[config.mk]
export PLATFORM = sky130hd
export DESIGN_NAME = decode_stage
export DESIGN_NICKNAME = d
export VERILOG_FILES = /design/src/rtl/decode_pkg.sv /design/src/rtl/decode_scoreboard.sv /design/src/rtl/decode_stage.sv
export SDC_FILE = /design/constraint.sdc
export NUM_CORES = 1
export LEC_CHECK = 0
export CAP_MARGIN = 20
export CORE_ASPECT_RATIO = 0.7
export CORE_MARGIN = 5
export CORE_UTILIZATION = 35
export DETAILED_ROUTE_END_ITERATION = 7
export SLEW_MARGIN = 5
export SYNTH_ARGS = -nofsm -noshare
export SYNTH_HDL_FRONTEND = slang
export SYNTH_HIERARCHICAL = 1
export SYNTH_SLANG_ARGS = --single-unit
[constraint.sdc]
create_clock -name CLK -period 8.95 [get_ports CLK]
set_input_delay 2.685 -clock CLK [delete_from_list [all_inputs] [get_ports CLK]]
set_output_delay 2.685 -clock CLK [all_outputs]
set_load 0.05 [all_outputs]
[src/rtl/decode_pkg.sv]
// Decode package: opcode values, control-word layout and the opcode decoder
// shared by decode_stage and its testbench-visible outputs.
package decode_pkg;

   localparam logic [6:0] OP_NOP = 7'h00;
   localparam logic [6:0] OP_ST  = 7'h01;
   localparam logic [6:0] OP_ADD = 7'h02;
   localparam logic [6:0] OP_SUB = 7'h05;
   localparam logic [6:0] OP_LD  = 7'h21;
   localparam logic [6:0] OP_ADI = 7'h42;
   localparam logic [6:0] OP_JMP = 7'h44;
   localparam logic [6:0] OP_BZ  = 7'h60;

   localparam int MD_W     = 2;
   localparam int BS_W     = 2;
   localparam int FS_PKG_W = 5;

   typedef struct packed {
      logic                rw;
      logic [MD_W-1:0]     md;
      logic [BS_W-1:0]     bs;
      logic                ps;
      logic                mw;
      logic [FS_PKG_W-1:0] fs;
      logic                ma;
      logic                mb;
      logic                cs;
   } ctrl_t;

   typedef struct packed {
      ctrl_t ctrl;
      logic  uses_a;
      logic  uses_b;
      logic  legal;
   } dec_t;

   // Unknown opcodes come back as an all-zero (NOP) control word with legal=0.
   function automatic dec_t decode_op(input logic [6:0] op);
      dec_t d;
      d       = '0;
      d.legal = 1'b1;
      case (op)
         OP_NOP: ;
         OP_ADD: begin d.ctrl.rw = 1'b1; d.ctrl.fs = 5'b00010; d.uses_a = 1'b1; d.uses_b = 1'b1; end
         OP_SUB: begin d.ctrl.rw = 1'b1; d.ctrl.fs = 5'b00101; d.uses_a = 1'b1; d.uses_b = 1'b1; end
         OP_LD:  begin d.ctrl.rw = 1'b1; d.ctrl.md = 2'b01; d.uses_a = 1'b1; end
         OP_ST:  begin d.ctrl.mw = 1'b1; d.uses_a = 1'b1; d.uses_b = 1'b1; end
         OP_ADI: begin d.ctrl.rw = 1'b1; d.ctrl.mb = 1'b1; d.ctrl.fs = 5'b00010; d.uses_a = 1'b1; end
         OP_BZ:  begin d.ctrl.bs = 2'b01; d.ctrl.mb = 1'b1; d.ctrl.cs = 1'b1; d.uses_a = 1'b1; end
         OP_JMP: begin d.ctrl.bs = 2'b11; d.uses_a = 1'b1; end
         default: d.legal = 1'b0;
      endcase
      return d;
   endfunction

endpackage

[src/rtl/decode_scoreboard.sv]
// Register scoreboard: one pending bit per register (R0 never tracked),
// with set, writeback clear, flush clear and a two-port hazard query.
module decode_scoreboard #(
   parameter int REG_ADDR_W = 4
) (
   input  logic                  CLK,
   input  logic                  RESET,
   input  logic                  set_en,
   input  logic [REG_ADDR_W-1:0] set_addr,
   input  logic                  clr_en,
   input  logic [REG_ADDR_W-1:0] clr_addr,
   input  logic                  fclr_en,
   input  logic [REG_ADDR_W-1:0] fclr_addr,
   input  logic [REG_ADDR_W-1:0] rd_a,
   input  logic                  use_a,
   input  logic [REG_ADDR_W-1:0] rd_b,
   input  logic                  use_b,
   output logic                  busy_a,
   output logic                  busy_b
);
   import decode_pkg::*;

   localparam int NREG = 1 << REG_ADDR_W;

   logic [NREG-1:0] pending;

   // Per-register update; a set in the same cycle as a clear wins.
   always_ff @(posedge CLK) begin
      if (RESET) begin
         pending <= '0;
      end else begin
         for (int i = 1; i < NREG; i++) begin
            if (set_en && set_addr == REG_ADDR_W'(i))
               pending[i] <= 1'b1;
            else if ((clr_en && clr_addr == REG_ADDR_W'(i)) ||
                     (fclr_en && fclr_addr == REG_ADDR_W'(i)))
               pending[i] <= 1'b0;
         end
      end
   end

   assign busy_a = use_a && pending[rd_a];
   assign busy_b = use_b && pending[rd_b];

endmodule

[src/rtl/decode_stage.sv]
// Instruction decode stage: valid/ready input, one registered output stage,
// RAW-hazard stall via decode_scoreboard, branch flush.
// Optional macro DECODE_ILLEGAL_TRAP_EN makes an unknown opcode a sticky trap
// that blocks further input until RESET.
module decode_stage #(
   parameter int REG_ADDR_W = 4,
   parameter int FS_W       = 5,
   parameter int IMM_W      = 15
) (
   input  logic                  CLK,
   input  logic                  RESET,
   input  logic                  in_valid,
   input  logic [31:0]           in_ir,
   output logic                  in_ready,
   output logic                  out_valid,
   input  logic                  out_ready,
   output logic                  RW,
   output logic [1:0]            MD,
   output logic [1:0]            BS,
   output logic                  PS,
   output logic                  MW,
   output logic [FS_W-1:0]       FS,
   output logic                  MA,
   output logic                  MB,
   output logic                  CS,
   output logic [REG_ADDR_W-1:0] DA,
   output logic [REG_ADDR_W-1:0] AA,
   output logic [REG_ADDR_W-1:0] BA,
   output logic [IMM_W-1:0]      imm,
   input  logic                  wb_valid,
   input  logic [REG_ADDR_W-1:0] wb_addr,
   input  logic                  flush,
   output logic                  illegal
);
   import decode_pkg::*;

   // ---- stage p0: field slicing, decode, hazard and handshake ----
   dec_t                  dec;
   logic [REG_ADDR_W-1:0] in_da, in_aa, in_ba;
   logic                  busy_a, busy_b, hazard, accept, trap_blk;

   ctrl_t                 ctrl_p1;
   logic [REG_ADDR_W-1:0] da_p1, aa_p1, ba_p1;
   logic [IMM_W-1:0]      imm_p1;
   logic                  vld_p1;

   assign dec   = decode_op(in_ir[31:25]);
   assign in_da = in_ir[20+REG_ADDR_W-1:20];
   assign in_aa = in_ir[15+REG_ADDR_W-1:15];
   assign in_ba = in_ir[10+REG_ADDR_W-1:10];

   decode_scoreboard #(.REG_ADDR_W(REG_ADDR_W)) u_sb (
      .CLK       (CLK),
      .RESET     (RESET),
      .set_en    (accept && dec.ctrl.rw),
      .set_addr  (in_da),
      .clr_en    (wb_valid),
      .clr_addr  (wb_addr),
      .fclr_en   (flush && vld_p1 && ctrl_p1.rw),
      .fclr_addr (da_p1),
      .rd_a      (in_aa),
      .use_a     (dec.uses_a),
      .rd_b      (in_ba),
      .use_b     (dec.uses_b),
      .busy_a    (busy_a),
      .busy_b    (busy_b)
   );

   // A writeback in the same cycle does not release a stalled reader.
   assign hazard   = in_valid && (busy_a || busy_b);
   assign in_ready = !flush && !hazard && (!vld_p1 || out_ready) && !trap_blk;
   assign accept   = in_valid && in_ready;

   // ---- stage p1: registered control word ----
   // Load on accept; flush kills the held word; hold while execute stalls.
   always_ff @(posedge CLK) begin
      if (RESET) begin
         vld_p1  <= 1'b0;
         ctrl_p1 <= '0;
         da_p1   <= '0;
         aa_p1   <= '0;
         ba_p1   <= '0;
         imm_p1  <= '0;
      end else if (flush) begin
         vld_p1  <= 1'b0;
      end else if (accept) begin
         vld_p1  <= 1'b1;
         ctrl_p1 <= dec.ctrl;
         da_p1   <= in_da;
         aa_p1   <= in_aa;
         ba_p1   <= in_ba;
         imm_p1  <= in_ir[IMM_W-1:0];
      end else if (out_ready) begin
         vld_p1  <= 1'b0;
      end
   end

`ifdef DECODE_ILLEGAL_TRAP_EN
   logic illegal_p1;

   // Sticky trap once an unknown opcode has been accepted.
   always_ff @(posedge CLK) begin
      if (RESET)
         illegal_p1 <= 1'b0;
      else if (accept && !dec.legal)
         illegal_p1 <= 1'b1;
   end

   assign illegal  = illegal_p1;
   assign trap_blk = illegal_p1;
`else
   assign illegal  = 1'b0;
   assign trap_blk = 1'b0;
`endif

   logic unused_bits;
   assign unused_bits = ^{in_ir, dec.legal};

   assign out_valid = vld_p1;
   assign RW  = ctrl_p1.rw;
   assign MD  = ctrl_p1.md;
   assign BS  = ctrl_p1.bs;
   assign PS  = ctrl_p1.ps;
   assign MW  = ctrl_p1.mw;
   assign FS  = FS_W'(ctrl_p1.fs);
   assign MA  = ctrl_p1.ma;
   assign MB  = ctrl_p1.mb;
   assign CS  = ctrl_p1.cs;
   assign DA  = da_p1;
   assign AA  = aa_p1;
   assign BA  = ba_p1;
   assign imm = imm_p1;

endmodule
# After elaboration in Yosys (flattened, before gate mapping)
# Cells that the tools add are included.
op_classes:
  add_sub_neg: 0
  n_mul: 0
  div: 0
  order_cmp: 2
  eq_ne: 52
  n_shift: 0
  n_mux: 45
  bitwise: 1
  n_reduce_logical: 97
op_table:
  columns: ["cell", "count"]
  rows:
  - ["4-bit equality test, second input constant", 24]
  - ["1-bit logical AND", 54]
  - ["4-bit by 3-bit equality test with 1-bit output, second input constant", 12]
  - ["1-bit 2-to-1 mux", 41]
  - ["2-bit nonzero test", 16]
  - ["4-bit by 2-bit equality test with 1-bit output, second input constant", 6]
  - ["7-bit equality test, second input constant", 3]
  - ["1-bit logical OR", 17]
  - ["4-bit by 1-bit equality test with 1-bit output, second input constant", 3]
  - ["4-bit by 5-bit < comparator with 1-bit output, second input constant", 2]
  - ["1-bit binary-select mux with 4-bit select", 2]
  - ["7-bit by 1-bit equality test with 1-bit output, second input constant", 1]
  - ["7-bit by 2-bit equality test with 1-bit output, second input constant", 1]
  - ["7-bit by 3-bit equality test with 1-bit output, second input constant", 1]
  - ["7-bit by 6-bit equality test with 1-bit output, second input constant", 1]
  - ["7-bit OR reduction", 1]
  - ["3-bit one-hot mux with 2 select lines", 1]
  - ["2-bit OR reduction", 3]
  - ["2-bit one-hot mux with 2 select lines", 1]
  - ["4-bit OR reduction", 1]
  - ["1-bit zero test", 3]
  - ["3-bit OR reduction", 1]
  - ["2-bit AND reduction", 1]
  - ["1-bit inverter", 1]
totals:
  reg_bits: 56
  latchBits: 0
  ramBits: 0
  mem_bits_ro: 0
  output_inout_bits: 45
  elab_cells: 224
  memories: 0

# Depth between registers and ports, before layout
# Gate-level depths: netlist of run 1.
depth:
  word_depth: 13
  depth_mapped: 14
  ltp_nobuf: 14

# Modules after synthesis
# Netlist of run 1, hierarchy kept.
by_module_without_submodules:
  columns: ["module", "n_inst", "cells_per_inst", "area_per_inst_um2"]
  rows:
  - ["decode_stage", 1, 183, 1442.6]
  - ["decode_scoreboard", 1, 120, 1037.2]

# Worst setup path after synthesis of run 1
# Ideal clock, no wire load.
synth_path:
  path_kind: "input -> output"
  start: "in in_ir[10]"
  end: "out in_ready"
  arrival_ns: 4.776
  setup_slack_ns: 1.489
  path_stages: 6
  n_path_buf: 1
  path_cell_list: "buf_2 > mux4_2 > nor2_1 > o22ai_1 > o21a_1 > nor3_1"
synth_between:
  elab_chain_cells: 8
synth_lines:
  columns: ["item", "line_no", "source"]
  rows:
  - ["start, declared", "decode_stage.sv:13", "input logic [31:0] in_ir,"]
  - ["1-bit binary-select mux with 4-bit select", "decode_scoreboard.sv:43", "assign busy_b = use_b && pending[rd_b];"]
  - ["1-bit 2-to-1 mux (not written as such)", "decode_scoreboard.sv:43", null]
  - ["1-bit logical AND", "decode_scoreboard.sv:43", null]
  - ["via busy_b", "decode_stage.sv:40", "logic busy_a, busy_b, hazard, accept, trap_blk;"]
  - ["1-bit logical OR", "decode_stage.sv:70", "assign hazard = in_valid && (busy_a || busy_b);"]
  - ["1-bit logical AND", "decode_stage.sv:70", null]
  - ["1-bit zero test", "decode_stage.sv:71", "assign in_ready = !flush && !hazard && (!vld_p1 || out_ready) && !trap_blk;"]
  - ["1-bit logical AND (2 in series)", "decode_stage.sv:71", null]
  - ["end, declared", "decode_stage.sv:14", "output logic in_ready,"]
# The timed path passes the listed nets, and every way through them passes these cells. The select of a mux whose other input is x is not followed.

==> results of run 1 <==
[metrics by stage]
step / utilization (%) / instances
after floorplan: - / 308
after global placement: 47.4 / 457
after detailed placement: 47.4 / 457
after CTS: 48.7 / 465
after global routing: 48.9 / 466
final: 48.9 / 466
[routing by layer]
metal	GRT usage, %	routed length, µm	vias up
met3	5.12	609	2
met2	21.7	2840	100
met1	23.2	3570	1092
met4	2.71	27	0
li1	-	-	1202
met5	0	0	-
[cell families after synthesis]
logic type / synth area share, %
simple gates: 28.4
compound gates: 18.5
flops: 38.7
buf+inv: 7.32
mux: 6.91
other cells: 0.151
[how the worst min path moves through the flow]
| stage | to | slack [ns] |
|---|---|---|
| after floorplan | u_sb/pending[15] | 0.45 |
| after global placement | imm[9] | 0.44 |
| after detailed placement | imm[1] | 0.45 |
| after CTS | imm[1] | 0.46 |
| after global routing | imm[1] | 0.48 |
| final | imm[5] | 0.46 |
[synth_stat cells]
cell       number
buf_4          11
or2_2           1
dfxtp_1        48
nor3_1          6
nor3_4          1
nand3_1        15
a21oi_2         1
a211oi_2        1
o21ai_0         1
a32oi_1         6
or3_1           1
nor2b_1         9
nor3b_1         4
nand4b_1        1
nand2b_1        4
nand4_1         2
or3b_4          1
a2111oi_0       1
conb_1          1
a22oi_1        20
buf_1           1
buf_2           4
buf_6           5
inv_1           1
o22ai_1         2
or4bb_1         1
o211ai_1        2
and3b_1         5
and3_1          4
nand2_1        57
nand3b_1        3
mux2i_1        10
nor2_1         27
o21a_1          1
a21oi_1        37
clkbuf_1        4
mux4_1          1
or3b_1          1
mux4_2          2
[power by group]
part / leakage [nW] / internal [mW] / switching, mW
clock network: 0.0510 / 0.0619 / 0.0741
registers: 0.390 / 0.219 / 0.00408
logic: 0.716 / 0.0377 / 0.0613
total: 1.16 / 0.319 / 0.139
[sequential cells by signal, summed over array words and instances, names as in the netlist]
| register | count |
|---|---|
| BS | 2 |
| MW | 1 |
| MB | 1 |
| RW | 1 |
| u_sb/pending | 15 |
| out_valid | 1 |
| AA | 4 |
| FS | 2 |
| imm | 12 |
| BA | 3 |
| DA | 4 |
| MD | 1 |
| CS | 1 |
[worst max-delay path, delay by kind of cell]
family / cells / cell delay, ns
AND/OR/NAND/NOR: 3 / 0.65
buffers and inverters: 2 / 1.29
AO/OA/AOI/OAI: 3 / 1.07
[area by class of cell]
| type | count | area, µm² |
|---|---|---|
| timing repair buffer | 81 | 806 |
| fill | 708 | 3480 |
| tap | 94 | 118 |
| clock inverter | 2 | 10.0 |
| sequential | 48 | 961 |
| multi-input combinational | 234 | 1360 |
| inverter | 1 | 3.75 |
| clock buffer | 6 | 82.6 |
==> impl_metrics.tcl, run 1 <==
set metrics [dict create \
    grt_pass1_vias 2203 \
    hold_depth 2 \
    grt_max_degree 49 \
    p_leak_nw 1.16 \
    ys_seq_area_share_pct 38.7 \
    synthTopCellsByArea "dfxtp_1 39%, nand2_1 8.6%, a21oi_1 7.5%" \
    ys_seq_elements 48 \
    cp-endpoint "in_ready" \
    hold_viol_final 0 \
    clk-insertion-delay-late_ns 0.30 \
    p_per_area_nw_per_um2 137 \
    place_area_um2 3230 \
    drt_iter0_drc 171 \
    rsz0062_at_grt "false" \
    cts_buffers 5 \
    n_antenna_cell 0 \
    netlist.area_leader.share_pct 38.7 \
    route.final.wire_length_mm 7.05 \
    maxCapViolCount 0 \
    r2r-start "u_sb/pending[13]" \
    cts_root_buffer "clkbuf_8" \
    setup_viol 0 \
    r2r-end "MB" \
    synth_cells 303 \
    critical_path_class "input pin to output port" \
    wl_per_cell_um 15.1 \
    ant_nets 0 \
    cts_buffer_depth 2 \
    die_x_um 111 \
    crit_start "in_ir[26]" \
    grt_pass1_wl_mm 11.3 \
    dp_slack_ns 0.502 \
    critPathSlowestCell "clkdlybuf4s50_1" \
    drc_errors 0 \
    status "completed" \
    place.gp.congestion 0.908 \
    ys_types 39 \
    ios 87 \
    yosys_warnings 6 \
    final_area_um2 3340 \
    syn_avg_cell_area_um2 8.18 \
    holdWs_ns 0.457 \
    synth_area_um2 2480 \
    rr_worst_depth 8 \
    r2r_slack_ns 6.23 \
    cts_hold_buf 0 \
    vias_per_cell 5.14 \
    final_common_cell "clkdlybuf4s50_1" \
    startpoint_type "input pin" \
    firstDrtPassIters 5 \
    min_period_ns 8.39 \
    crit_path_max_incr_delay_ns 0.72 \
    min_from "imm[5]" \
    rows 25 \
    peakVddDrop_v 0.0000693 \
    final.setup.tns_ns 0 \
    cts_resized 0 \
    slew_viol_final 0 \
    finalNetCount 413 \
    vias 2396 \
    tightest_slew_ns 0.910 \
    skew_ns 0.00814 \
    critPathRequiredTime_ns 6.27 \
    dp_hpwl_mm 5.26 \
    finalWorstSetupSlack_ns 0.561 \
    syn2layout_area_growth_pct 34.6 \
    hp-class "register to register" \
    cp.arrival_ns 5.70 \
    initial_core_util_pct 36.4 \
    postCtsSetupBuffers 0 \
    path_cells "clkdlybuf4s50_1, or3b_1, a2111oi_0, nand4_1, o22ai_1, o21a_1, nor3_1, clkdlybuf4s50_1" \
    cts.clk_slew.worst_paths_ns 0.09 \
    antenna_found_initial 0 \
    grt_use_total_pct 15.6 \
    min_period_over_period_pct 93.7 \
    port_buffers 78 \
    coreArea_um2 6820 \
    finalPower_mw 0.458 \
    maxSlewHeadroom_pct 39.4 \
    die_h_um 80.4 \
    cts.sinks 48 \
    path_max_fanout 7 \
    dieArea_um2 8900 \
    htree_levels 2 \
    final_cell_mix "77 x clkdlybuf4s50_1, 57 x nand2_1, 48 x dfxtp_1, 37 x a21oi_1, 27 x nor2_1" \
    setup.worst_path.end_class "output port" \
    drive_gt1_share_pct 5.11 \
    crit_path_frequent_cell "clkdlybuf4s50_1" \
    globalRouteOverflowTotal 0 \
    cts_tree "built" \
    synth_top_cell_by_area "dfxtp_1" \
    max_freq_ghz 0.119 \
]
Note: power is estimated with default switching activity, not from simulation.
==> inputs of run 2 (changes only) <==
--- a/config.mk
+++ b/config.mk
@@ -6,7 +6,7 @@
 export NUM_CORES = 1
 export LEC_CHECK = 0
 export CAP_MARGIN = 20
-export CORE_ASPECT_RATIO = 0.7
+export CORE_ASPECT_RATIO = 0.75
 export CORE_MARGIN = 5
 export CORE_UTILIZATION = 35
 export DETAILED_ROUTE_END_ITERATION = 7
==> impl_metrics.tcl, run 2 (same netlist as run 1, synthesis figures left out) <==
set metrics [dict create \
    cts.clk_slew.worst_paths_ns 0.09 \
    cts_tree "built" \
    dp_slack_ns 0.513 \
    vias_per_cell 5.12 \
    finalNetCount 413 \
    dieArea_um2 8890 \
    min_period_ns 8.41 \
    initial_core_util_pct 36.1 \
    finalPower_mw 0.478 \
    tightest_slew_ns 0.892 \
    cts_root_buffer "clkbuf_8" \
    cts_buffer_depth 2 \
    nFillCells 660 \
    drive_gt1_share_pct 5.11 \
    critical_path_class "input pin to output port" \
    postCtsSetupBuffers 0 \
    die_x_um 107 \
    die_h_um 82.9 \
    use_met1_pct 23.4 \
    grt_pass1_vias 2228 \
    cts_buffers 5 \
    min_period_over_period_pct 93.9 \
    slew_viol_final 0 \
    top_register "u_sb/pending" \
    setup_viol 0 \
    p_per_area_nw_per_um2 142 \
    dp_hpwl_mm 5.13 \
    antenna_found_initial 0 \
    final_area_um2 3360 \
    setup.worst_path.end_class "output port" \
    status "completed" \
    peakVddDrop_v 0.0000718 \
    rsz0062_at_grt "false" \
    maxCapViolCount 0 \
    firstDrtPassIters 4 \
    cts_hold_buf 0 \
    skew_ns 0.00620 \
    critPathRequiredTime_ns 6.27 \
    ios 87 \
    port_buffers 78 \
    globalRouteOverflowTotal 0 \
    top_usage_layer "met1" \
    grt_pass1_wl_mm 11.2 \
    final.setup.tns_ns 0 \
    syn2layout_area_growth_pct 35.5 \
    p_leak_nw 1.16 \
    final_common_cell "clkdlybuf4s50_1" \
    startpoint_type "input pin" \
    max_freq_ghz 0.119 \
    cts_resized 0 \
    rows 26 \
    maxSlewHeadroom_pct 40.5 \
    grt_use_total_pct 15.3 \
    cp.arrival_ns 5.72 \
    place_area_um2 3230 \
    ant_nets 0 \
    finalWorstSetupSlack_ns 0.542 \
    vias 2405 \
    cts.sinks 48 \
    coreArea_um2 6860 \
    met2_usage_pct 21.6 \
    hp-class "register to register" \
    drc_errors 0 \
    final_cell_mix "77 x clkdlybuf4s50_1, 57 x nand2_1, 48 x dfxtp_1, 37 x a21oi_1, 27 x nor2_1" \
    place.gp.congestion 0.888 \
    met3_usage_pct 4.42 \
    largest_reg_flops 15 \
    route.final.wire_length_mm 6.99 \
    hold_viol_final 0 \
    path_max_fanout 7 \
    htree_levels 2 \
    wl_per_cell_um 14.9 \
    drt_iter0_drc 194 \
    clk-insertion-delay-late_ns 0.29 \
    n_antenna_cell 0 \
    grt_max_degree 49 \
]
[run 2: final timing paths]
path | startpoint | endpoint | slack, ns | depth (start not counted)
worst min register to register | BS[0] | BS[0] | 0.46 | 2
worst min-delay path | BS[0] | BS[0] | 0.46 | 2
worst max-delay path | in_ir[26] | in_ready | 0.54 | 8
worst max register to register | u_sb/pending[13] | DA[1] | 6.32 | 8
[run 2: where the power goes]
group	total, mW	switching (mW)	internal [mW]
clock network	0.156	0.0737	0.0828
logic	0.0987	0.0610	0.0377
registers	0.223	0.00414	0.219
[run 2: metrics by stage]
step	hold WS (ns)	util [%]	instances
after floorplan	0.450	-	308
final	0.457	49.0	470
after detailed placement	0.446	47.1	461
after CTS	0.460	48.7	469
after global placement	0.441	47.1	461
after global routing	0.483	49.0	470
[run 2: layer usage]
layer / wire length, µm / vias up
met5: 0 / -
met4: 17 / 0
met3: 663 / 2
met2: 2790 / 99
met1: 3520 / 1102
li1: - / 1202
[run 2: critical path, stage by stage]
cell             delay [ns]
clkdlybuf4s50_1        0.59
or3b_1                 0.43
a2111oi_0              0.63
nand4_1                0.16
o22ai_1                0.28
o21a_1                 0.19
nor3_1                 0.04
clkdlybuf4s50_1        0.71
[run 2: area by class of cell]
cell class	instances	area (µm²)	share of cell area [%]
inverters	1	3.75	0.112
multi-input cells	234	1360	40.4
repair buffers	81	806	24.0
clock buffers	5	68.8	2.05
flip-flops and latches	48	961	28.6
well taps	98	123	3.65
clock inverters	3	42.5	1.27
==> inputs of run 3 (changes only) <==
--- a/config.mk
+++ b/config.mk
@@ -8,8 +8,10 @@
 export CAP_MARGIN = 20
 export CORE_ASPECT_RATIO = 0.75
 export CORE_MARGIN = 5
-export CORE_UTILIZATION = 35
+export CORE_UTILIZATION = 49
 export DETAILED_ROUTE_END_ITERATION = 7
+export HOLD_SLACK_MARGIN = 0.08
+export PLACE_DENSITY = 0.86
 export SLEW_MARGIN = 5
 export SYNTH_ARGS = -nofsm -noshare
 export SYNTH_HDL_FRONTEND = slang
==> impl_metrics.tcl, run 3 (same netlist as run 1, synthesis figures left out) <==
set metrics [dict create \
    status "completed" \
    antenna_found_initial 0 \
    crit_family "buffers and inverters" \
    path_max_fanout 7 \
    final_common_cell "clkdlybuf4s50_1" \
    crit_path_max_incr_delay_ns 0.72 \
    cts_tree "built" \
    grt_use_total_pct 19.3 \
    critPathSlowestCell "clkdlybuf4s50_1" \
    cts.sinks 48 \
    grt_pass1_vias 2107 \
    crit_path_frequent_cell "clkdlybuf4s50_1" \
    maxSlewHeadroom_pct 28.0 \
    crit_buf_inv 2 \
    clk-insertion-delay-late_ns 0.30 \
    dieArea_um2 6600 \
    ant_nets 0 \
    firstDrtPassIters 5 \
    drc_errors 0 \
    critical_path_class "input pin to output port" \
    min_period_over_period_pct 93.8 \
    wl_per_cell_um 15.7 \
    path_cells "clkdlybuf4s50_1, or3b_1, a2111oi_0, nand4_1, o22ai_1, o21a_1, nor3_1, clkdlybuf4s50_1" \
    die_x_um 92.1 \
    initial_core_util_pct 50.6 \
    slew_viol_final 0 \
    final.setup.tns_ns 0 \
    p_per_area_nw_per_um2 136 \
    top_register "u_sb/pending" \
    die_h_um 71.6 \
    coreArea_um2 4900 \
    rsz0062_at_grt "false" \
    largest_reg_flops 15 \
    dp_hpwl_mm 4.94 \
    cts.clk_slew.worst_paths_ns 0.09 \
    drive_gt1_share_pct 4.32 \
    cts_hold_buf 0 \
    tightest_slew_ns 1.08 \
    drt_iter0_drc 132 \
    hp-class "register to register" \
    cp.arrival_ns 5.71 \
    fin_cells 430 \
    finalNetCount 412 \
    grt_pass1_wl_mm 10.2 \
    startpoint_type "input pin" \
    syn2layout_area_growth_pct 31.6 \
    peakVddDrop_v 0.0000835 \
    critPathRequiredTime_ns 6.27 \
    nFillCells 451 \
    grt_max_degree 49 \
    vias 2392 \
    setup_viol 0 \
    dp_cells 423 \
    route.final.wire_length_mm 6.74 \
    cts_resized 0 \
    place.gp.congestion 0.895 \
    cts_buffers 5 \
    cts_root_buffer "clkbuf_8" \
    skew_ns 0.00674 \
    min_period_ns 8.39 \
    max_freq_ghz 0.119 \
    cts_buffer_depth 2 \
    ios 87 \
    htree_levels 2 \
    p_leak_nw 1.14 \
    setup.worst_path.end_class "output port" \
    globalRouteOverflowTotal 0 \
    vias_per_cell 5.56 \
    n_antenna_cell 0 \
    port_buffers 78 \
    maxCapViolCount 0 \
    postCtsSetupBuffers 0 \
    rows 22 \
    hold_viol_final 0 \
    final_cell_mix "77 x clkdlybuf4s50_1, 57 x nand2_1, 48 x dfxtp_1, 37 x a21oi_1, 27 x nor2_1" \
]
[run 3: cell types whose count changed in the layout (fill, tap and decap cells not counted)]
| cell | previous run | this run |
|---|---|---|
| bufinv_16 | 1 | 0 |
| buf_8 | 1 | 0 |
| clkinvlp_4 | 1 | 0 |
| clkbuf_1 | 0 | 1 |
[run 3: where the power goes]
part / switching, mW / leakage, nW / internal, mW
clock: 0.0710 / 0.0410 / 0.0533
sequential: 0.00410 / 0.390 / 0.219
combinational: 0.0608 / 0.709 / 0.0371
total: 0.136 / 1.14 / 0.309
[run 3: worst paths after layout]
check              startpoint  endpoint  slack, ns  depth (start not counted)
max                 in_ir[26]  in_ready       0.56                          8
min                        MW        MW       0.45                          2
max reg2reg  u_sb/pending[13]        MB       6.13                          7
min reg2reg                MW        MW       0.45                          2
[run 3: metrics by stage]
stage          instance area (µm²)  hold WS, ns  power, mW  utilization, %  setup WS (ns)
2_1_floorplan                 2500        0.450      0.289               -           1.49
3_3_place_gp                  3190        0.439      0.324            65.0          0.626
3_5_place_dp                  3190        0.446      0.326            65.0          0.589
4_1_cts                       3260        0.457      0.448            66.6          0.544
5_1_grt                       3260        0.475      0.461            66.6          0.397
6_report                      3260        0.455      0.445            66.6          0.558
[run 3: per-layer routing]
| layer | GRT usage, % | up-vias | share of wire [%] | routed length [µm] |
|---|---|---|---|---|
| met5 | 0 | - | 0 | 0 |
| met4 | 4.78 | 0 | 0.68 | 46 |
| met3 | 5.98 | 6 | 9.5 | 643 |
| met2 | 29.4 | 104 | 44 | 2950 |
| met1 | 26.7 | 1085 | 46 | 3100 |
| li1 | - | 1197 | - | - |
[run 3: area by class of cell]
class                           count  area [µm²]  area share, %
Clock buffer                        6        72.6           2.22
Clock inverter                      1        5.00          0.153
Inverter                            1        3.75          0.115
Multi-Input combinational cell    234        1360           41.5
Sequential cell                    48         961           29.4
Tap cell                           60        75.1           2.30
Timing Repair Buffer               80         791           24.2
[run 3: tightest hold or removal path, cell delays in order, from the launching register on]
cell	delay, ns
dfxtp_1	0.32
nand2_1	0.05
a21oi_1	0.05
